### src/rtl/mem_read_responder.sv
// Consumes the address-counter stream, issues BRAM reads and realigns the read data
// with valid/last tags across the memory latency, tracking frame completion or abort.
module mem_read_responder #(
  parameter int ADDR_WIDTH = 13,
  parameter int DATA_WIDTH = 32,
  parameter int DEPTH      = 512,
  parameter int READ_LAT   = 2
) (
  input  logic                  clk,
  input  logic                  rst_n,
  input  logic                  en,
  input  logic [ADDR_WIDTH-1:0] addr,
  output logic [ADDR_WIDTH-1:0] mem_addr,
  output logic                  mem_en,
  input  logic [DATA_WIDTH-1:0] mem_rdata,
  output logic [DATA_WIDTH-1:0] out_data,
  output logic                  out_valid,
  output logic                  out_last,
  output logic                  done,
  output logic                  aborted,
  output logic                  oob_err
);

  localparam logic [ADDR_WIDTH:0]   DEPTH_EXT = (ADDR_WIDTH+1)'(DEPTH);
  localparam logic [ADDR_WIDTH-1:0] LAST_ADDR = ADDR_WIDTH'(DEPTH - 1);

  typedef enum logic [1:0] {IDLE, STREAM, DRAIN, DONE} state_t;

  state_t              state;
  logic                in_range;
  logic                issue;
  logic                last_issue;
  logic                armed;
  logic                pipe_busy;
  logic                last_out;
  logic                last_seen;
  logic [READ_LAT:0]   vld_p;
  logic [READ_LAT:0]   last_p;

  assign in_range   = ({1'b0, addr} < DEPTH_EXT);
  assign issue      = en && in_range;
  assign last_issue = issue && (addr == LAST_ADDR);
  // Last tags are only armed for the frame that started from IDLE.
  assign armed      = (state == IDLE) || (state == STREAM);
  assign pipe_busy  = |vld_p;
  assign last_out   = last_seen || (out_valid && out_last);

  // Stage p0: issue to BRAM; tag pipeline walks alongside the read latency
  always_ff @(posedge clk or negedge rst_n) begin
    if (!rst_n) begin
      mem_en   <= 1'b0;
      mem_addr <= '0;
      vld_p    <= '0;
      last_p   <= '0;
      oob_err  <= 1'b0;
    end else begin
      mem_en <= issue;
      if (issue)
        mem_addr <= addr;
      vld_p  <= {vld_p[READ_LAT-1:0], issue};
      last_p <= {last_p[READ_LAT-1:0], last_issue && armed};
      if (en && !in_range)
        oob_err <= 1'b1;
    end
  end

  // Output stage: capture read data as its tag leaves the pipeline
  always_ff @(posedge clk or negedge rst_n) begin
    if (!rst_n) begin
      out_valid <= 1'b0;
      out_last  <= 1'b0;
      out_data  <= '0;
    end else begin
      out_valid <= vld_p[READ_LAT];
      out_last  <= vld_p[READ_LAT] && last_p[READ_LAT];
      if (vld_p[READ_LAT])
        out_data <= mem_rdata;
    end
  end

  always_ff @(posedge clk or negedge rst_n) begin
    if (!rst_n) begin
      state     <= IDLE;
      done      <= 1'b0;
      aborted   <= 1'b0;
      last_seen <= 1'b0;
    end else begin
      done    <= 1'b0;
      aborted <= 1'b0;
      case (state)
        IDLE: begin
          last_seen <= 1'b0;
          if (en)
            state <= last_issue ? DRAIN : STREAM;
        end
        STREAM: begin
          if (last_issue) begin
            state <= DRAIN;
          end else if (!en) begin
            aborted <= 1'b1;
            state   <= DRAIN;
          end
        end
        DRAIN: begin
          if (out_valid && out_last)
            last_seen <= 1'b1;
          // out_last may still be sitting in the output register on the empty cycle.
          if (!pipe_busy) begin
            if (last_out) begin
              done  <= 1'b1;
              state <= DONE;
            end else begin
              state <= IDLE;
            end
          end
        end
        DONE: begin
          last_seen <= 1'b0;
          state     <= IDLE;
        end
        default: state <= IDLE;
      endcase
    end
  end

endmodule

### config.mk
export PLATFORM = sky130hd
export DESIGN_NAME = mem_read_responder
export DESIGN_NICKNAME = d
export VERILOG_FILES = /design/src/rtl/mem_read_responder.sv
export SDC_FILE = /design/constraint.sdc
export NUM_CORES = 1
export LEC_CHECK = 0
export CORE_UTILIZATION = 37
export CTS_CLUSTER_SIZE = 24
export DETAILED_ROUTE_END_ITERATION = 10
export GPL_TIMING_DRIVEN = 0
export PLACE_DENSITY_LB_ADDON = 0.25
export RECOVER_POWER = 50
export SYNTH_ARGS = -nofsm -noshare
export SYNTH_HDL_FRONTEND = slang
export SYNTH_SLANG_ARGS = --single-unit
export TNS_END_PERCENT = 10
### constraint.sdc
create_clock -name clk -period 1.5 [get_ports clk]
set_input_delay 0.3 -clock clk [delete_from_list [all_inputs] [get_ports clk]]
set_output_delay 0.3 -clock clk [all_outputs]
set_load 0.005 [all_outputs]
# [Yosys cells after proc, flatten, opt, wreduce, memory -nomap -nowiden]
# Cells that the tools add are included.
[op_classes] n_reduce_logical=15 magnitude_cmp=1 eq_ne=8 mux=15
[ops] op="$eq 13x9->1 const B" count=1
[ops] op="$lt 13x10->1 const B" count=1
[ops] op="$mux 2" count=6
[ops] op="$pmux 2 s4" count=1
[ops] op="$mux 1" count=7
[ops] op="$logic_and 1x1->1" count=6
[ops] op="$ne 2x2->1 const B" count=3
[ops] op="$eq 2x2->1 const B" count=2
[ops] op="$ne 3x3->1 const B" count=1
[ops] op="$reduce_and 3->1" count=1
[ops] op="$reduce_or 3->1" count=1
[ops] op="$eq 2x1->1 const B" count=1
[ops] op="$logic_not 2->1" count=1
[ops] op="$logic_or 1x1->1" count=2
[ops] op="$pmux 1 s2" count=1
[ops] op="$reduce_and 2->1" count=1
[ops] op="$reduce_bool 2->1" count=1
[ops] op="$reduce_or 2->1" count=1
[ops] op="$logic_not 1->1" count=1
[totals] register_bits=60 elab_cells=51 output_inout_bits=51 input_bits=48

# [Longest topological paths before layout]
# Gate-level depths: netlist (run 1).
[depth] depth_word=6 ltp_mapped=6 ltp_nobuf=6

# [Worst setup path before layout (run 1)]
# No wires, ideal clock.
[synth_timing] kind="input to register" startpoint="input addr[11]" endpoint="register state[1]" t_arrival_ns=1.771 path_slack_ns=-0.389 cell_stages=4 path_cell_list="or4_4 -> or4_4 -> a31o_1 -> a21o_1"
[synth_between] elab_chain_cells=6 elab_cells_between_ends=10 cone_classes="1 x order compare; 2 x eq/ne; 4 x mux; 3 x reduce/logical"
[synth_lines] element="start, declared" line="12" source="input logic [ADDR_WIDTH-1:0] addr,"
[synth_lines] element="$lt 13x10->1" line="40" source="assign in_range = ({1'b0, addr} < DEPTH_EXT);"
[synth_lines] element="$logic_and 1x1->1" line="41" source="assign issue = en && in_range;"
[synth_lines] element="$logic_and 1x1->1 (*)" line="42" source="assign last_issue = issue && (addr == LAST_ADDR);"
[synth_lines] element="$mux 2" line="94" source="state <= last_issue ? DRAIN : STREAM;"
[synth_lines] element="$mux 2" line="93" source="if (en)"
[synth_lines] element="$pmux 2 s4" line="90" source="case (state)"
[synth_lines] element="end signal, assigned" line="94"
[synth_lines] element="end, declared" line="29" source="state_t state;"
# Every way passes the cells marked *; elsewhere a longest branch is shown, timed or not. The select of a mux whose other input is x is not followed.
# A chain may end at the register's enable or synchronous reset.

# [Final worst setup path (run 1)]
[layout_timing] startpoint="input addr[9]" endpoint="register state[1]"
# The elaborated chain is that of the path after synthesis.

==> metrics, run 1 <==
status finished with violations; violated checks setup timing; vias in the first global route 1611; reg-to-reg setup timing slack 0.07 ns; CP cell instances buf_6 -> or4_4 -> or4_4 -> a31o_1 -> a21o_1; Clk pwr share 0.300; CTS clk-pin slew, worst paths 0.07 ns; synthesized area 2230 sq um; CTS sink cnt 59; DRT iter0 DRCs 84; effective utilization at floorplan 0.395; delay of the slowest critical-path stage 0.52 ns; WHS 0.0594 ns; CTS Hold Bufs 0; I/O Pins 99; VDD IR-drop max 0.000681 V; CTS Buf Count 9; CTS tree yes; Max Fanout on Critical Path 3; DRC 0; initial antenna violation count 0; largest cells by area after synthesis dfrtp_1 (66%), mux2_2 (21%), ha_1 (1.7%), and2_1 (1.4%), a21o_1 (1.0%); Post-Route WL 4720 um; average cell area after synthesis 15.2 sq um; worst-skew pair later-pin latency 0.31 ns; worst setup margin -0.0373 ns; Cell Int Power 3480 uW; most common cell after layout, fill and taps aside dfrtp_1; asr flop ratio synth 1.00; die height 79.6 um; Mapped Nets 198; TNS Setup -0.0373 ns; Slew @ Worst Pin 0.801 ns; vias after detailed routing 1579; FP Rows 27; nets@finish 311; die area 6340 sq um; critical path required time 1.71 ns; Synth-to-Final Area Change 59.2%; fin. max-slew vios 0; pwr/cell area 1300 nW/um^2; sequential-to-total area share from yosys stat 0.663; DRT antenna net count 0; cells after synthesis 147; post-synth top area cell dfrtp_1; post-synthesis sequential element count 59; Sw Ratio 0.247; worst slack, placed -0.757 ns; most frequent cells in the layout dfrtp_1 (59), clkdlybuf4s50_1 (46), mux2_2 (41); ys flop type dfrtp_1; DP HPWL 3560 um; max-cap check violation count 0; Reg power frac 0.437; Setup crit start kind primary input; CTS max path bufs 2; layout cells sized above 1 0.272; Via density 4.69; Largest delay share family, worst path simple AND/OR/NAND/NOR gates; Worst Path Arrival 1.75 ns; core area 5640 sq um; Final Wtd Congestion 0.798; area share of the largest cell type after synthesis 0.663; min-delay worst type in2async; leakage power 0.00190 uW; Root Buffer clkbuf_8; drt pass-1 iters 4; total global routing track utilization 0.162; crit share post-route 1.02; CP most frequent cell or4_4; Final min period 1.54 ns; CP max-delay cell or4_4; Setup CP Type in2reg; Bufs and invs on worst path 1; Logic pwr share 0.263; Distinct cells, synth 22; Hold Vio Cnt, Final 0; Psw 1140 uW; CP endpoint kind flop; IO buf count 98; Max Clock Freq 0.650 GHz; Setup Skew 0.00364 ns; width of the die 79.6 um; wire length per cell 14.0 um; Worst slew margin 0.466; CTS H-Tree Depth 3; Overflow after GRT 0; Synth Warn # 0; largest net degree at the start of global routing 34; first-pass GRT wire length 7650 um; Post-synth EDFFs 0; antenna cells 0; RSZ-0062 raised after global routing yes; final setup fails 1; final total power 4620 uW
[metrics by stage]
stage               area, sq um  instances   util
floorplan                  2230        147      -
global placement           3300        317  0.585
detailed placement         3310        318  0.587
CTS                        3510        337  0.622
global route               3550        337  0.629
finish                     3550        337  0.629
[area by class of cell]
type	instances	area (sq um)
Buffer	5	26.3
Clock buffer	11	141
Clock inverter	5	52.6
Fill cell	466	2090
Inverter	4	15.0
Multi-Input combinational cell	79	727
Sequential cell	59	1480
Tap cell	72	90.1
Timing Repair Buffer	102	1020
[power by group through the flow]
stage          registers [uW]  clock network (uW)  logic, uW
3_3_place_gp             2040                   0       1250
4_1_cts                  2030                1440       1280
2_1_floorplan            2080                   0        453
6_report                 2020                1380       1220
5_1_grt                  2050                1510       1320
3_5_place_dp             2060                   0       1280
[registers in the layout, indices dropped and copies added (netlist names)]
| register | count |
|---|---|
| mem_addr | 13 |
| state | 2 |
| last_p | 3 |
| oob_err | 1 |
| last_seen | 1 |
| out_data | 32 |
| aborted | 1 |
| out_last | 1 |
| vld_p | 3 |
| done | 1 |
| out_valid | 1 |
[worst register-to-register path: cells and delay by family, from the launching register on]
| family | cells | cell delay (ns) |
|---|---|---|
| DFF | 1 | 0.38 |
| AOI/OAI and AO/OA | 4 | 0.76 |
| buffers and inverters | 1 | 0.18 |
[timing repair]
| action | CTS | global route |
|---|---|---|
| pin swaps | 7 | 1 |
| endpoints found under the setup margin | 47 | 29 |
| setup buffers | 3 | 0 |
| gates resized for setup | 41 | 30 |
[synthesized netlist by cell type, drive strengths merged, types with 3 or more instances]
master	count
nor4	3
clkbuf	5
mux2	41
and2	5
dfrtp	59
inv	4
ha	3
a21o	4
nand2	5
[metal layers]
metal,wire (um),GRT usage,vias up
met5,0,0,-
met4,40,0.0818,0
met3,313,0.0514,4
met2,2390,0.258,57
met1,1980,0.196,770
li1,-,-,748
[worst paths after layout]
kind / from / endpoint / cells after the start
worst max-delay path: addr[9] / state[1] / 5
worst min-delay path: rst_n / out_data[25] / 1
worst max register to register: vld_p[2] / state[1] / 5
worst min register to register: last_p[0] / last_p[1] / 0
max in group asynchronous: rst_n / mem_addr[3] / 2
min in group clk: last_p[0] / last_p[1] / 0
[cells by family after synthesis]
logic type | count (synthesis) | synth area share
flops | 59 | 0.663
simple gates | 23 | 0.0601
mux | 41 | 0.207
fa+ha+maj | 3 | 0.0168
compound gates | 12 | 0.0382
buf+inv | 9 | 0.0152
No activity file was read; power rests on OpenSTA's default activity.
==> inputs of run 2 (changes only) <==
Settings changed: PLACE_DENSITY from default to 0.82, PLACE_DENSITY_LB_ADDON 0.25 to default.
==> run 2 against run 1 <==
  * The flow still finishes with violations (setup timing)
  * Die area stayed put
  * Routed wire length is 3.9% higher
  * Clock-buffer cell count is 3 higher
  * Sequential power hardly changed
  * First-iteration DRC count is 55% lower
  * Via count is 2.0% higher
  * Critical path depth stayed put
  * Sequential share of layout area is 0.64 points lower
  * Maximum frequency is 4.1% lower
  * Power is 2.7% lower
  * Critical path type unchanged
  * Highest routed layer unchanged
==> metrics, run 2 (synthesis gave the netlist of run 1 again) <==
total global routing track utilization 0.166 (was 0.162); DP HPWL 3490 um (was 3560 um); max-cap check violation count 0 (unchanged); die area 6340 sq um (unchanged); I/O Pins 99 (unchanged); hold path depth 2; Clk pwr share 0.279 (was 0.300); first-pass GRT wire length 7920 um (was 7650 um); Placed Cells 318 (unchanged); register area 1480 sq um (unchanged); Worst Path Arrival 1.81 ns (was 1.75 ns); Setup CP Type in2reg (unchanged); delay of the slowest critical-path stage 0.53 ns (was 0.52 ns); Top Registers out_data (32), mem_addr (13) (unchanged); Synth-to-Final Area Change 61.7% (was 59.2%); final setup fails 2 (was 1); Hold Startpoint addr[8]; violated checks setup timing (unchanged); final total power 4490 uW (was 4620 uW); Multi-input gate area 724 sq um (was 727 sq um); fin util 0.639 (was 0.629); Overflow after GRT 0 (unchanged); Max Fanout on Critical Path 3 (unchanged); CTS tree yes (unchanged); core area 5640 sq um (unchanged); WHS Endpoint mem_addr[8]; worst setup margin -0.102 ns (was -0.0373 ns); Slew @ Worst Pin 0.625 ns (was 0.801 ns); VDD IR-drop max 0.000720 V (was 0.000681 V); antenna cells 0 (unchanged); Post-Layout Cell Count 337 (unchanged); placed standard-cell area 3310 sq um (unchanged); largest net degree at the start of global routing 37 (was 34); CP most frequent cell or4_4 (unchanged); CTS Buf Count 9 (unchanged); drt pass-1 iters 4 (unchanged); Setup Skew 0.00565 ns (was 0.00364 ns); worst reg2reg path depth 5 (unchanged); crit share post-route 1.07 (was 1.02); CP max-delay cell or4_4 (unchanged); nets@finish 311 (unchanged); CTS max path bufs 2 (unchanged); reg-to-reg setup timing slack -0.01 ns (was 0.07 ns); pwr/cell area 1250 nW/um^2 (was 1300 nW/um^2); DRT iter0 DRCs 38 (was 84); fin area 3600 sq um (was 3550 sq um); Largest delay share family, worst path simple AND/OR/NAND/NOR gates (unchanged); Sw Ratio 0.251 (was 0.247); Final min period 1.60 ns (was 1.54 ns); Root Buffer clkbuf_8 (unchanged); die height 79.6 um (unchanged); max reg flops 32 (unchanged); Cell Int Power 3360 uW (was 3480 uW); most frequent cells in the layout dfrtp_1 (59), clkdlybuf4s50_1 (43), dlymetal6s2s_1 (42) (was dfrtp_1 (59), clkdlybuf4s50_1 (46), mux2_2 (41)); vias after detailed routing 1611 (was 1579); Max Clock Freq 0.624 GHz (was 0.650 GHz); DRT antenna net count 0 (unchanged); Setup crit start kind primary input (unchanged); Reg-to-Reg Start vld_p[2] (unchanged); Via density 4.78 (was 4.69); CP endpoint kind flop (unchanged); Worst slew margin 0.583 (was 0.466); CP cell instances buf_6 -> or4_4 -> or4_4 -> a31o_1 -> a21o_1 (unchanged); worst slack, placed -0.785 ns (was -0.757 ns); critical path required time 1.71 ns (about the same); status finished with violations (unchanged); Psw 1130 uW (was 1140 uW); fin. max-slew vios 0 (unchanged); Post-Route WL 4910 um (was 4720 um); Hold Vio Cnt, Final 0 (unchanged); width of the die 79.6 um (unchanged); RSZ-0062 raised after global routing yes (unchanged); Reg power frac 0.451 (was 0.437); Fillers 432 (was 466); FF-to-FF End state[1] (unchanged); largest register by flop count out_data (unchanged); effective utilization at floorplan 0.395 (unchanged); Final Wtd Congestion 0.786 (was 0.798); worst-skew pair later-pin latency 0.32 ns (was 0.31 ns); layout cells sized above 1 0.260 (was 0.272); CTS sink cnt 59 (unchanged); leakage power 0.00208 uW (was 0.00190 uW); Logic pwr share 0.270 (was 0.263); FP Rows 27 (unchanged); vias in the first global route 1715 (was 1611); wire length per cell 14.6 um (was 14.0 um); CTS clk-pin slew, worst paths 0.06 ns (was 0.07 ns); Bufs and invs on worst path 1 (unchanged); DRC 0 (unchanged); most common cell after layout, fill and taps aside dfrtp_1 (unchanged); initial antenna violation count 0 (unchanged); IO buf count 98 (unchanged); CTS H-Tree Depth 3 (unchanged); min-delay worst type in2reg (was in2async)
## run 2: metrics by stage
| stage | setup TNS, ns | hold WS, ns |
|---|---|---|
| after floorplan | -0.497 | 0.00441 |
| after global placement | -111.29 | 0.333 |
| after detailed placement | -12.62 | 0.319 |
| after CTS | -0.303 | 0.300 |
| after global routing | -0.174 | 0.268 |
| final | -0.129 | 0.256 |
## run 2: timing repair
action | in CTS | in global routing
hold buffers | 1 | 0
gates resized for setup | 29 | 44
pin swaps | 5 | 5
setup buffers | 0 | 2
endpoints found under the hold margin | 23 | 0
endpoints found under the setup margin | 47 | 39
## run 2: layer usage
layer  global-route usage  vias to the layer above  wire, um
li1                     -                      742         -
met1                0.200                      797      2030
met2                0.268                       65      2420
met3               0.0503                        7       388
met4               0.0873                        0        62
met5                    0                        -         0
## run 2: power by group through the flow
stage	Clock (uW)	Sequential, uW	Combinational [uW]
3_5_place_dp	0	2060	1260
3_3_place_gp	0	2040	1240
6_report	1250	2020	1210
2_1_floorplan	0	2080	453
5_1_grt	1380	2060	1330
4_1_cts	1290	2030	1290
## run 2: area by class of cell
type / count / area share
repair buffers: 102 / 0.306
flip-flops and latches: 59 / 0.410
inverters: 4 / 0.00417
multi-input cells: 79 / 0.201
clock inverters: 2 / 0.00278
plain buffers: 5 / 0.00660
well taps: 72 / 0.0250
clock buffers: 14 / 0.0451
## run 2: how the worst max path moves through the flow
stage             start     endpoint  slack (ns)  depth (start not counted)
6_report       addr[12]     state[1]       -0.10                          5
2_1_floorplan  addr[10]     state[1]       -0.27                          4
5_1_grt        addr[12]     state[1]       -0.10                          5
3_5_place_dp   addr[10]     state[1]       -0.79                          5
4_1_cts        addr[11]     state[1]       -0.20                          5
3_3_place_gp      rst_n  out_data[7]       -1.70                          1
